File: src/rtl/iddr_align_ctrl_if.sv
// Handshake/data bundle between the IDDR-side source and the
// word-alignment controller.
interface iddr_align_ctrl_if #(
   parameter int WORD_W = 8
);
   localparam int SW = $clog2(WORD_W);

   logic              start;
   logic              d_q1;
   logic              d_q2;
   logic              iddr_ce;
   logic              iddr_rst;
   logic [WORD_W-1:0] word_out;
   logic              word_valid;
   logic              locked;
   logic              fail;
   logic [SW-1:0]     slip;

   modport master (
      output start, d_q1, d_q2,
      input  iddr_ce, iddr_rst, word_out,
      input  word_valid, locked, fail, slip
   );

   modport slave (
      input  start, d_q1, d_q2,
      output iddr_ce, iddr_rst, word_out,
      output word_valid, locked, fail, slip
   );
endinterface

File: src/rtl/iddr_align_ctrl.sv
// IDDR word-alignment controller: IDDR reset/flush sequencing,
// Q1/Q2 deserialisation, bit-slip search and aligned word output.
module iddr_align_ctrl #(
   parameter int                WORD_W        = 8,
   parameter logic [WORD_W-1:0] TRAIN_PATTERN = 8'hB9,
   parameter int                RST_CYCLES    = 4,
   parameter int                FLUSH_CYCLES  = 3,
   parameter int                MATCH_COUNT   = 4,
   parameter int                MAX_SWEEPS    = 2
) (
   input  logic             C,
   input  logic             R,
   iddr_align_ctrl_if.slave bus
);
   localparam int HALF = WORD_W / 2;
   localparam int SW   = $clog2(WORD_W);
   localparam int PW   = (HALF > 1) ? $clog2(HALF) : 1;
   localparam int MW   = $clog2(MATCH_COUNT + 1);
   localparam int VW   = $clog2(MAX_SWEEPS + 1);

   typedef enum logic [2:0] {
      S_IDLE, S_RESET, S_FLUSH, S_SEARCH,
      S_VERIFY, S_LOCKED, S_FAIL
   } state_t;

   state_t              r_state;
   logic [2*WORD_W-1:0] r_sr;
   logic [PW-1:0]       r_phase;
   logic [15:0]         r_cnt;
   logic [SW-1:0]       r_slip;
   logic [VW-1:0]       r_sweep;
   logic [MW-1:0]       r_match;
   logic                r_discard;
   logic [WORD_W-1:0]   r_word;
   logic                r_wv;
   logic                r_locked;
   logic                r_fail;
   logic                r_ce;
   logic                r_rst;

   logic              w_restart;
   logic              w_strobe;
   logic [SW:0]       w_base;
   logic [WORD_W-1:0] w_cand;
   logic              w_hit;
   logic              w_wrap;
   logic [SW-1:0]     w_slip_inc;
   logic [VW-1:0]     w_sweep_inc;
   logic              w_adv;

   assign w_restart = bus.start &&
                      (r_state == S_IDLE ||
                       r_state == S_LOCKED ||
                       r_state == S_FAIL);
   assign w_strobe  = r_ce && (r_phase == PW'(HALF - 1));
   assign w_base    = {1'b0, r_slip};
   assign w_cand    = r_sr[w_base +: WORD_W];
   assign w_hit     = (w_cand == TRAIN_PATTERN);
   assign w_wrap    = (r_slip == SW'(WORD_W - 1));
   assign w_slip_inc  = w_wrap ? '0 : r_slip + 1'b1;
   assign w_sweep_inc = r_sweep + 1'b1;
   // A miss in VERIFY, or an undiscarded miss in SEARCH, moves the slip.
   assign w_adv = w_strobe && !w_hit &&
                  ((r_state == S_SEARCH && !r_discard) ||
                   r_state == S_VERIFY);

   // Sequencer, deserialiser and slip search, all outputs registered.
   always_ff @(posedge C) begin
      if (R) begin
         r_state   <= S_IDLE;
         r_sr      <= '0;
         r_phase   <= '0;
         r_cnt     <= '0;
         r_slip    <= '0;
         r_sweep   <= '0;
         r_match   <= '0;
         r_discard <= 1'b0;
         r_word    <= '0;
         r_wv      <= 1'b0;
         r_locked  <= 1'b0;
         r_fail    <= 1'b0;
         r_ce      <= 1'b0;
         r_rst     <= 1'b1;
      end else begin
         r_wv <= 1'b0;
         if (r_ce) begin
            r_sr    <= {r_sr[2*WORD_W-3:0], bus.d_q1, bus.d_q2};
            r_phase <= (r_phase == PW'(HALF - 1)) ? '0
                                                  : r_phase + 1'b1;
         end
         if (w_restart) begin
            r_state   <= S_RESET;
            r_cnt     <= '0;
            r_slip    <= '0;
            r_sweep   <= '0;
            r_match   <= '0;
            r_discard <= 1'b0;
            r_locked  <= 1'b0;
            r_fail    <= 1'b0;
            r_ce      <= 1'b0;
            r_rst     <= 1'b1;
         end else begin
            unique case (r_state)
               S_IDLE: ;
               S_RESET: begin
                  if (r_cnt == 16'(RST_CYCLES - 1)) begin
                     r_state <= S_FLUSH;
                     r_cnt   <= '0;
                     r_rst   <= 1'b0;
                     r_ce    <= 1'b1;
                     r_sr    <= '0;
                     r_phase <= '0;
                  end else begin
                     r_cnt <= r_cnt + 16'd1;
                  end
               end
               S_FLUSH: begin
                  if (r_cnt == 16'(FLUSH_CYCLES - 1))
                     r_state <= S_SEARCH;
                  else
                     r_cnt <= r_cnt + 16'd1;
               end
               S_SEARCH: begin
                  if (w_strobe) begin
                     if (r_discard) begin
                        r_discard <= 1'b0;
                     end else if (w_hit) begin
                        r_match <= MW'(1);
                        if (MATCH_COUNT == 1) begin
                           r_state  <= S_LOCKED;
                           r_locked <= 1'b1;
                        end else begin
                           r_state <= S_VERIFY;
                        end
                     end
                  end
               end
               S_VERIFY: begin
                  if (w_strobe) begin
                     if (w_hit) begin
                        r_match <= r_match + 1'b1;
                        if (r_match == MW'(MATCH_COUNT - 1)) begin
                           r_state  <= S_LOCKED;
                           r_locked <= 1'b1;
                        end
                     end else begin
                        r_state <= S_SEARCH;
                        r_match <= '0;
                     end
                  end
               end
               S_LOCKED: begin
                  if (w_strobe) begin
                     r_word <= w_cand;
                     r_wv   <= 1'b1;
                  end
               end
               S_FAIL: ;
               default: r_state <= S_IDLE;
            endcase
            // Slip step; the strobe after a step is discarded so the
            // window has settled before the next comparison.
            if (w_adv) begin
               r_slip    <= w_slip_inc;
               r_discard <= 1'b1;
               if (w_wrap) begin
                  r_sweep <= w_sweep_inc;
                  if (w_sweep_inc == VW'(MAX_SWEEPS)) begin
                     r_state <= S_FAIL;
                     r_fail  <= 1'b1;
                  end
               end
            end
         end
      end
   end

   assign bus.iddr_ce    = r_ce;
   assign bus.iddr_rst   = r_rst;
   assign bus.word_out   = r_word;
   assign bus.word_valid = r_wv;
   assign bus.locked     = r_locked;
   assign bus.fail       = r_fail;
   assign bus.slip       = r_slip;
endmodule

File: src/flat_wrapper.sv
// flat-port wrapper written by rule: the top's interface ports become plain ports
module iddr_align_ctrl_flat 
#(
   parameter int                WORD_W        = 8,
   parameter logic [WORD_W-1:0] TRAIN_PATTERN = 8'hB9,
   parameter int                RST_CYCLES    = 4,
   parameter int                FLUSH_CYCLES  = 3,
   parameter int                MATCH_COUNT   = 4,
   parameter int                MAX_SWEEPS    = 2
)
  (C, R, bus_start, bus_d_q1, bus_d_q2, bus_iddr_ce, bus_iddr_rst, bus_word_out, bus_word_valid, bus_locked, bus_fail, bus_slip);
  iddr_align_ctrl_if #(.WORD_W(WORD_W)) bus_i ();
  input  logic C;
  input  logic R;
  input wire logic [$bits(bus_i.start)-1:0] bus_start;
  input wire logic [$bits(bus_i.d_q1)-1:0] bus_d_q1;
  input wire logic [$bits(bus_i.d_q2)-1:0] bus_d_q2;
  output wire logic [$bits(bus_i.iddr_ce)-1:0] bus_iddr_ce;
  output wire logic [$bits(bus_i.iddr_rst)-1:0] bus_iddr_rst;
  output wire logic [$bits(bus_i.word_out)-1:0] bus_word_out;
  output wire logic [$bits(bus_i.word_valid)-1:0] bus_word_valid;
  output wire logic [$bits(bus_i.locked)-1:0] bus_locked;
  output wire logic [$bits(bus_i.fail)-1:0] bus_fail;
  output wire logic [$bits(bus_i.slip)-1:0] bus_slip;
  assign bus_i.start = bus_start;
  assign bus_i.d_q1 = bus_d_q1;
  assign bus_i.d_q2 = bus_d_q2;
  assign bus_iddr_ce = bus_i.iddr_ce;
  assign bus_iddr_rst = bus_i.iddr_rst;
  assign bus_word_out = bus_i.word_out;
  assign bus_word_valid = bus_i.word_valid;
  assign bus_locked = bus_i.locked;
  assign bus_fail = bus_i.fail;
  assign bus_slip = bus_i.slip;
  iddr_align_ctrl #(.WORD_W(WORD_W), .TRAIN_PATTERN(TRAIN_PATTERN), .RST_CYCLES(RST_CYCLES), .FLUSH_CYCLES(FLUSH_CYCLES), .MATCH_COUNT(MATCH_COUNT), .MAX_SWEEPS(MAX_SWEEPS)) u_core (.C(C), .R(R), .bus(bus_i));
endmodule
File: config.mk
export PLATFORM = sky130hd
export DESIGN_NAME = iddr_align_ctrl_flat
export DESIGN_NICKNAME = d
export VERILOG_FILES = /design/src/rtl/iddr_align_ctrl_if.sv /design/src/rtl/iddr_align_ctrl.sv /design/src/flat_wrapper.sv
export SDC_FILE = /design/constraint.sdc
export NUM_CORES = 1
export LEC_CHECK = 0
export CORE_ASPECT_RATIO = 0.9
export CORE_MARGIN = 2
export CORE_UTILIZATION = 33
export CTS_BUF_LIST = sky130_fd_sc_hd__clkbuf_2 sky130_fd_sc_hd__clkbuf_4 sky130_fd_sc_hd__clkbuf_8
export CTS_CLUSTER_DIAMETER = 30
export DETAILED_ROUTE_END_ITERATION = 8
export HOLD_SLACK_MARGIN = 0.06
export PLACE_DENSITY = 0.5
export SKIP_CTS_REPAIR_TIMING = 1
export SLEW_MARGIN = 30
export SYNTH_ARGS = -nofsm -noshare
export SYNTH_HDL_FRONTEND = slang
export SYNTH_SLANG_ARGS = --single-unit
File: constraint.sdc
create_clock -name C -period 2.6 [get_ports C]
set_input_delay 0.78 -clock C [delete_from_list [all_inputs] [get_ports C]]
set_output_delay 0.78 -clock C [all_outputs]
set_load 0.1 [all_outputs]
* Word level (Yosys, flattened, before mapping) *
Cells that the tools add are included.

word-level totals
  output and inout bits = 16
  register bits = 59
  bits in read-only memories = 0
  memories = 0
  logic and storage cells = 103
  bits in latches = 0
  memory bits (writable) = 0
  input bits = 5

cells by class
  $lt $le $gt $ge = 0
  add/subtract/negate cells = 5
  bitwise logic cells = 2
  divide/modulo/power cells = 0
  mux-type cells = 36
  equal/unequal tests = 18
  reductions and logical operators = 26
  shifts and indexed selects = 1
  $mul = 0

operators by type and width
  kind                                                   count
  two-way mux 16 bit                                     6
  two-way mux 3 bit                                      17
  equality test 16 x 2 -> 1 bit, second input constant   2
  case mux 16 bit (2 select lines)                       1
  adder 16 x 1 -> 16 bit, second input constant          1
  indexed part select 16 x 4 -> 8 bit                    1
  case mux 3 bit (5 select lines)                        1
  equality test 3 bit, second input constant             4
  two-way mux 2 bit                                      5
  equality test 3 x 2 -> 1 bit, second input constant    3
  equality test 8 bit, second input constant             1
  AND reduction 2 bit                                    4
  nonzero test 2 bit                                     4
  adder 3 x 1 -> 3 bit, second input constant            2
  inequality test 2 x 1 -> 1 bit, second input constant  3
  case mux 3 bit (2 select lines)                        1
  AND reduction 3 bit                                    2
  OR reduction 3 bit                                     2
  logical AND 1 bit                                      5
  two-way mux 1 bit                                      5
  AND reduction 5 bit                                    1
  adder 2 x 1 -> 2 bit, second input constant            2
  equality test 2 bit, second input constant             2
  inequality test 2 bit, second input constant           2
  other kinds (7)                                        11

* Depth between registers and ports, before layout *
  word-level depth = 10
  gate-level depth with buffers = 9
  depth with buffers taken out = 7

* Least setup slack after synthesis *
No wires, ideal clock.

  kind = register -> register
  start point = register u_core.r_slip[1] (netlist: u_core.bus.slip[1])
  end point = register u_core.r_match[2]
  data arrival time = 2.929 ns
  period minus slack after synthesis = 3.045 ns
  data required time = 2.484 ns
  stages on the path, launching flop included = 9
  path buffers = 2
  library setup time = 0.116 ns
  setup slack = -0.445 ns
  cells stage by stage = dfxtp_1 > buf_6 > mux4_2 > or3b_1 > o32a_1 > a211oi_1 > buf_4 > o21ai_1 > a31o_2

between the ends
  longest elaborated chain between the ends = 5
  elaborated cells between the ends (all ways) = 7
  classes of those cells = eq/ne: 2; shift: 1; mux: 3; reduce/logical: 1

RTL lines
  element                                line                    source
  from (decl)                            iddr_align_ctrl.sv:30   logic [SW-1:0] r_slip;
  from (signal assigned)                 iddr_align_ctrl.sv:164  r_slip <= w_slip_inc;
  indexed part select 16 x 4 -> 8 bit *  iddr_align_ctrl.sv:57   assign w_cand = r_sr[w_base +: WORD_W];
  equality test 8 bit *                  iddr_align_ctrl.sv:58   assign w_hit = (w_cand == TRAIN_PATTERN);
  two-way mux 3 bit                      iddr_align_ctrl.sv:140  if (w_hit) begin
  two-way mux 3 bit                      iddr_align_ctrl.sv:139  if (w_strobe) begin
  case mux 3 bit (2 select lines)        iddr_align_ctrl.sv:103  unique case (r_state)
  to (signal assigned)                   iddr_align_ctrl.sv:141  r_match <= r_match + 1'b1;
  to (decl)                              iddr_align_ctrl.sv:32   logic [MW-1:0] r_match;

Mark *: on every way between the ends. The rest lies on a longest branch, timed or not. The select of a mux whose other input is x is not followed.
A chain may end at the register's enable or synchronous reset.

* Final worst setup path *
  start point = register u_core.r_slip[1] (netlist: u_core.bus.slip[1])
  end point = register u_core.r_match[0]

Same word-level chain as after synthesis.

==> impl_summary.txt <==
----------------------------------------------------
[Logic synthesis]
  Number of synthesis warnings ... 0
  Share of synthesized area occupied by flip-flops and latches ... 36.46%
  Syn Std Cell Area ... 3184 sq um
  #FFs+latches synth ... 58
  Most used DFF post-synth ... sky130_fd_sc_hd__dfxtp_1
  Share of async-settable or async-resettable flops after synthesis ... 0%
  Post-synthesis area per instance ... 8.606 sq um
  Post-synthesis instance total ... 370
  Number of library cell types mapped by synthesis ... 52
  Number of nets in the synthesized netlist ... 383
  EDFF count, synth ... 0

[Place]
  Placed cells ... 505
  Placer's final routability congestion estimate ... 0.8715
  Detailed Place HPWL ... 5.467 mm
  Port bufs ... 20

[CTS]
  Number of sinks on the clock net ... 58
  CTS H-Tree Depth ... 3
  Worst-Skew Late Latency ... 340 ps
  TritonCTS clock tree ... yes
  Bufs on Longest Clock Path ... 2
  CTS Root Buffer Type ... sky130_fd_sc_hd__clkbuf_8
  Clock transition at the registers of the reported paths ... 80 ps
  CTS Buf Count ... 9

[Worst hold path]
  Worst Hold Class ... reg2reg
  Source of the worst hold timing path ... u_core.bus.fail

[Global route]
  GRT Residual Overflow ... 0
  Pin count of the biggest net entering global routing ... 19
  All-Layer GR Usage ... 15.28%
  Vias in the first global route ... 2555
  Number of antenna violations at the first check in global routing ... 0
  Global-route wire length before repair ... 12.74 mm

[Floorplanning]
  Core Footprint ... 9249 sq um
  Starting density of the core ... 34.43%
  Row count ... 33
  I/O pin count ... 21
  Overall die area ... 10450 sq um
  Die Height ... 97.19 um
  Die Width ... 107.5 um

[Pwr]
  Largest vdd supply drop ... 0.2390 mV
  Static Leakage ... 1.302 nW
  Power Dens Cells ... 504.2 nW/um^2

[Worst setup path]
  Critical path origin ... u_core.bus.slip[1]
  Worst flop-to-flop path startpoint ... u_core.bus.slip[1]
  Largest fanout of any net on the critical path ... 13
  WP data arrival ... 2770 ps
  Critical path endpoint category ... flip-flop
  Crit path kind ... reg2reg
  Category of the worst setup path launch point ... flip-flop
  Required time of the critical path ... 2880 ps

[Final layout]
  Final net count ... 407
  Inserted Diodes ... 0
  Storage cell area ... 1169 sq um
  Number of fillers in the final layout ... 931
  Post-synthesis to final-layout area growth ... 18.62%
  Final Instance Count excl. Fillers ... 521
  Area of the multi-input gates ... 1868 sq um
  Fraction of final layout cells with drive strength greater than 1 ... 16.79%

[Timing]
  Min cycle time layout ... 2490 ps
  Finish-stage setup viols ... 0
  Final-report hold violation count ... 0
  Top achievable clock speed ... 0.4016 GHz
  Post-route setup TNS ... 0 ps
  Slew Limit Fails ... 0
  Post-route fraction of the period consumed by the critical path ... 95.76%
  Actual transition at the worst max-transition pin ... 560.0 ps
  Worst clock skew ... 12.95 ps
  Setup repair after global routing missed its margin ... no
  Remaining max-slew budget at the tightest pin ... 61.60%

[Job]
  Max cap viols ... 0

[Routing]
  Final routed wirelength across all metal layers ... 7.416 mm
  Initial drt markers ... 124
  Routed WL per cell ... 14.23 um
  Remaining antenna violation count ... 0
  Via count ... 2699
  Post-DR vias/cell ... 5.180
  Detailed-routing iteration count for the pre-antenna-repair pass ... 4
  Number of design rule violations left after detail routing ... 0

[Status]
  Status ... complete, no violations

----------------------------------------------------
cells in the mapped netlist (2+ instances only):
library cell	count	area, sq um
sky130_fd_sc_hd__mux2i_1	26	260.3
sky130_fd_sc_hd__and3_1	2	12.51
sky130_fd_sc_hd__nand4_1	3	18.77
sky130_fd_sc_hd__buf_1	3	11.26
sky130_fd_sc_hd__nand2b_1	8	50.05
sky130_fd_sc_hd__and3b_1	2	17.52
sky130_fd_sc_hd__and4_1	3	26.28
sky130_fd_sc_hd__or3_1	5	31.28
sky130_fd_sc_hd__a2111oi_0	2	17.52
sky130_fd_sc_hd__or4_1	2	15.01
sky130_fd_sc_hd__mux4_2	5	112.6
sky130_fd_sc_hd__a21oi_1	16	80.08
sky130_fd_sc_hd__a21o_1	3	22.52
sky130_fd_sc_hd__o21ai_0	14	70.07
sky130_fd_sc_hd__xor2_1	9	78.83
sky130_fd_sc_hd__o211ai_1	7	52.55
sky130_fd_sc_hd__a211oi_1	15	112.6
sky130_fd_sc_hd__a31oi_1	6	37.54
sky130_fd_sc_hd__dfxtp_1	58	1161
sky130_fd_sc_hd__and2_1	2	12.51
sky130_fd_sc_hd__inv_1	15	56.30
sky130_fd_sc_hd__clkbuf_1	16	60.06
sky130_fd_sc_hd__nor4_1	6	37.54
sky130_fd_sc_hd__xnor2_1	5	43.79
sky130_fd_sc_hd__buf_4	2	15.01
sky130_fd_sc_hd__o2111ai_1	4	35.03
sky130_fd_sc_hd__ha_1	8	100.1
sky130_fd_sc_hd__a31o_2	2	17.52
sky130_fd_sc_hd__nand2_1	22	82.58
sky130_fd_sc_hd__nand3_1	12	60.06
sky130_fd_sc_hd__mux2_2	6	67.56
sky130_fd_sc_hd__nor3_1	5	25.02
sky130_fd_sc_hd__nor2_1	57	214.0
path summary, 6_finish.rpt:
check | to | slack, ps | cells past startpoint
min reg2reg | u_core.bus.fail | 450 | 2
max | u_core.r_match[0] | 110 | 6
min | u_core.bus.fail | 450 | 2
max reg2reg | u_core.r_match[0] | 110 | 6
critical path: stages, from the launching register on:
cell and delay, ps:
sky130_fd_sc_hd__dfxtp_4 460, sky130_fd_sc_hd__mux2i_1 530, sky130_fd_sc_hd__or3b_1 430, sky130_fd_sc_hd__o32a_1 230, sky130_fd_sc_hd__a211o_4 320, sky130_fd_sc_hd__or3_1 310
sky130_fd_sc_hd__a21oi_1 140
cell usage in the layout (no fill, tap or decap), types with 3 or more instances in the layout:
cell                              instances
sky130_fd_sc_hd__nor2_1                  57
sky130_fd_sc_hd__dfxtp_1                 56
sky130_fd_sc_hd__buf_4                   30
sky130_fd_sc_hd__mux2i_1                 25
sky130_fd_sc_hd__nand2_1                 22
sky130_fd_sc_hd__a21oi_1                 16
sky130_fd_sc_hd__inv_1                   15
sky130_fd_sc_hd__a211oi_1                15
sky130_fd_sc_hd__o21ai_0                 14
sky130_fd_sc_hd__nand3_1                 12
sky130_fd_sc_hd__xor2_1                   9
sky130_fd_sc_hd__clkbuf_8                 9
sky130_fd_sc_hd__nand2b_1                 8
sky130_fd_sc_hd__ha_1                     8
sky130_fd_sc_hd__o211ai_1                 7
sky130_fd_sc_hd__nor4_1                   6
sky130_fd_sc_hd__a31oi_1                  6
sky130_fd_sc_hd__mux2_2                   6
sky130_fd_sc_hd__nor3_1                   5
sky130_fd_sc_hd__xnor2_1                  5
sky130_fd_sc_hd__or3_1                    5
sky130_fd_sc_hd__mux4_2                   5
sky130_fd_sc_hd__o2111ai_1                4
sky130_fd_sc_hd__clkdlybuf4s50_1          4
sky130_fd_sc_hd__nand4_1                  3
sky130_fd_sc_hd__and4_1                   3
sky130_fd_sc_hd__a21o_1                   3
sky130_fd_sc_hd__clkinv_4                 3
per-stage QoR:
step | area (sq um) | utilization, % | power, mW | setup slack, ps | hold slack (ps)
global placement | 3547 | 38.35 | 0.9812 | 219.5 | 437.9
CTS | 3774 | 40.80 | 1.942 | 138.5 | 456.7
global route | 3777 | 40.84 | 1.986 | 0.9568 | 492.7
detailed placement | 3547 | 38.35 | 0.9806 | 137.7 | 444.6
floorplan | 3192 | - | 0.9534 | 48.23 | 444.8
finish | 3777 | 40.84 | 1.904 | 110.2 | 453.9
flip-flops by register name, summed over array words and instances (netlist names):
register and flops:
u_core.bus.fail 1, u_core.bus.locked 1, u_core.r_sr 15, u_core.r_state 3, u_core.r_discard 1, u_core.r_sweep 2
u_core.r_phase 2, u_core.r_cnt 16, u_core.bus.word_out 8, u_core.bus.iddr_rst 1, u_core.bus.iddr_ce 1, u_core.bus.slip 3
u_core.r_match 3, u_core.bus.word_valid 1
per-layer routing:
layer | share of wire, % | vias to the layer above | GRT usage, % | wire length (um)
li1 | - | 1396 | - | -
met1 | 52 | 1212 | 22.21 | 3864
met2 | 41 | 75 | 21.19 | 3051
met3 | 4.7 | 16 | 4.292 | 348
met4 | 2.0 | 0 | 5.720 | 152
met5 | 0 | - | 0 | 0
layout make-up:
class | instances | area share [%]
Clock buffer | 9 | 3.279
Clock inverter | 7 | 2.716
Inverter | 15 | 1.491
Multi-Input combinational cell | 274 | 49.45
Sequential cell | 58 | 30.94
Tap cell | 122 | 4.041
Timing Repair Buffer | 36 | 8.082
cells by family after synthesis:
kind of cell / Yosys count / synth area share (%)
adders and majority gates: 8 / 3.144
muxes: 37 / 13.83
xor gates and xnor gates: 14 / 3.851
and+or+nand+nor: 135 / 20.35
buffers and inverters: 38 / 4.990
AOI/OAI and AO/OA: 80 / 17.37
DFF: 58 / 36.46
where the power goes:
| group | switching (mW) | total (mW) | internal [mW] |
|---|---|---|---|
| registers | 0.00320 | 0.892 | 0.889 |
| clock network | 0.397 | 0.945 | 0.547 |
| logic | 0.0428 | 0.0681 | 0.0253 |
| total | 0.443 | 1.90 | 1.46 |
(Power assumes the default switching activity.)
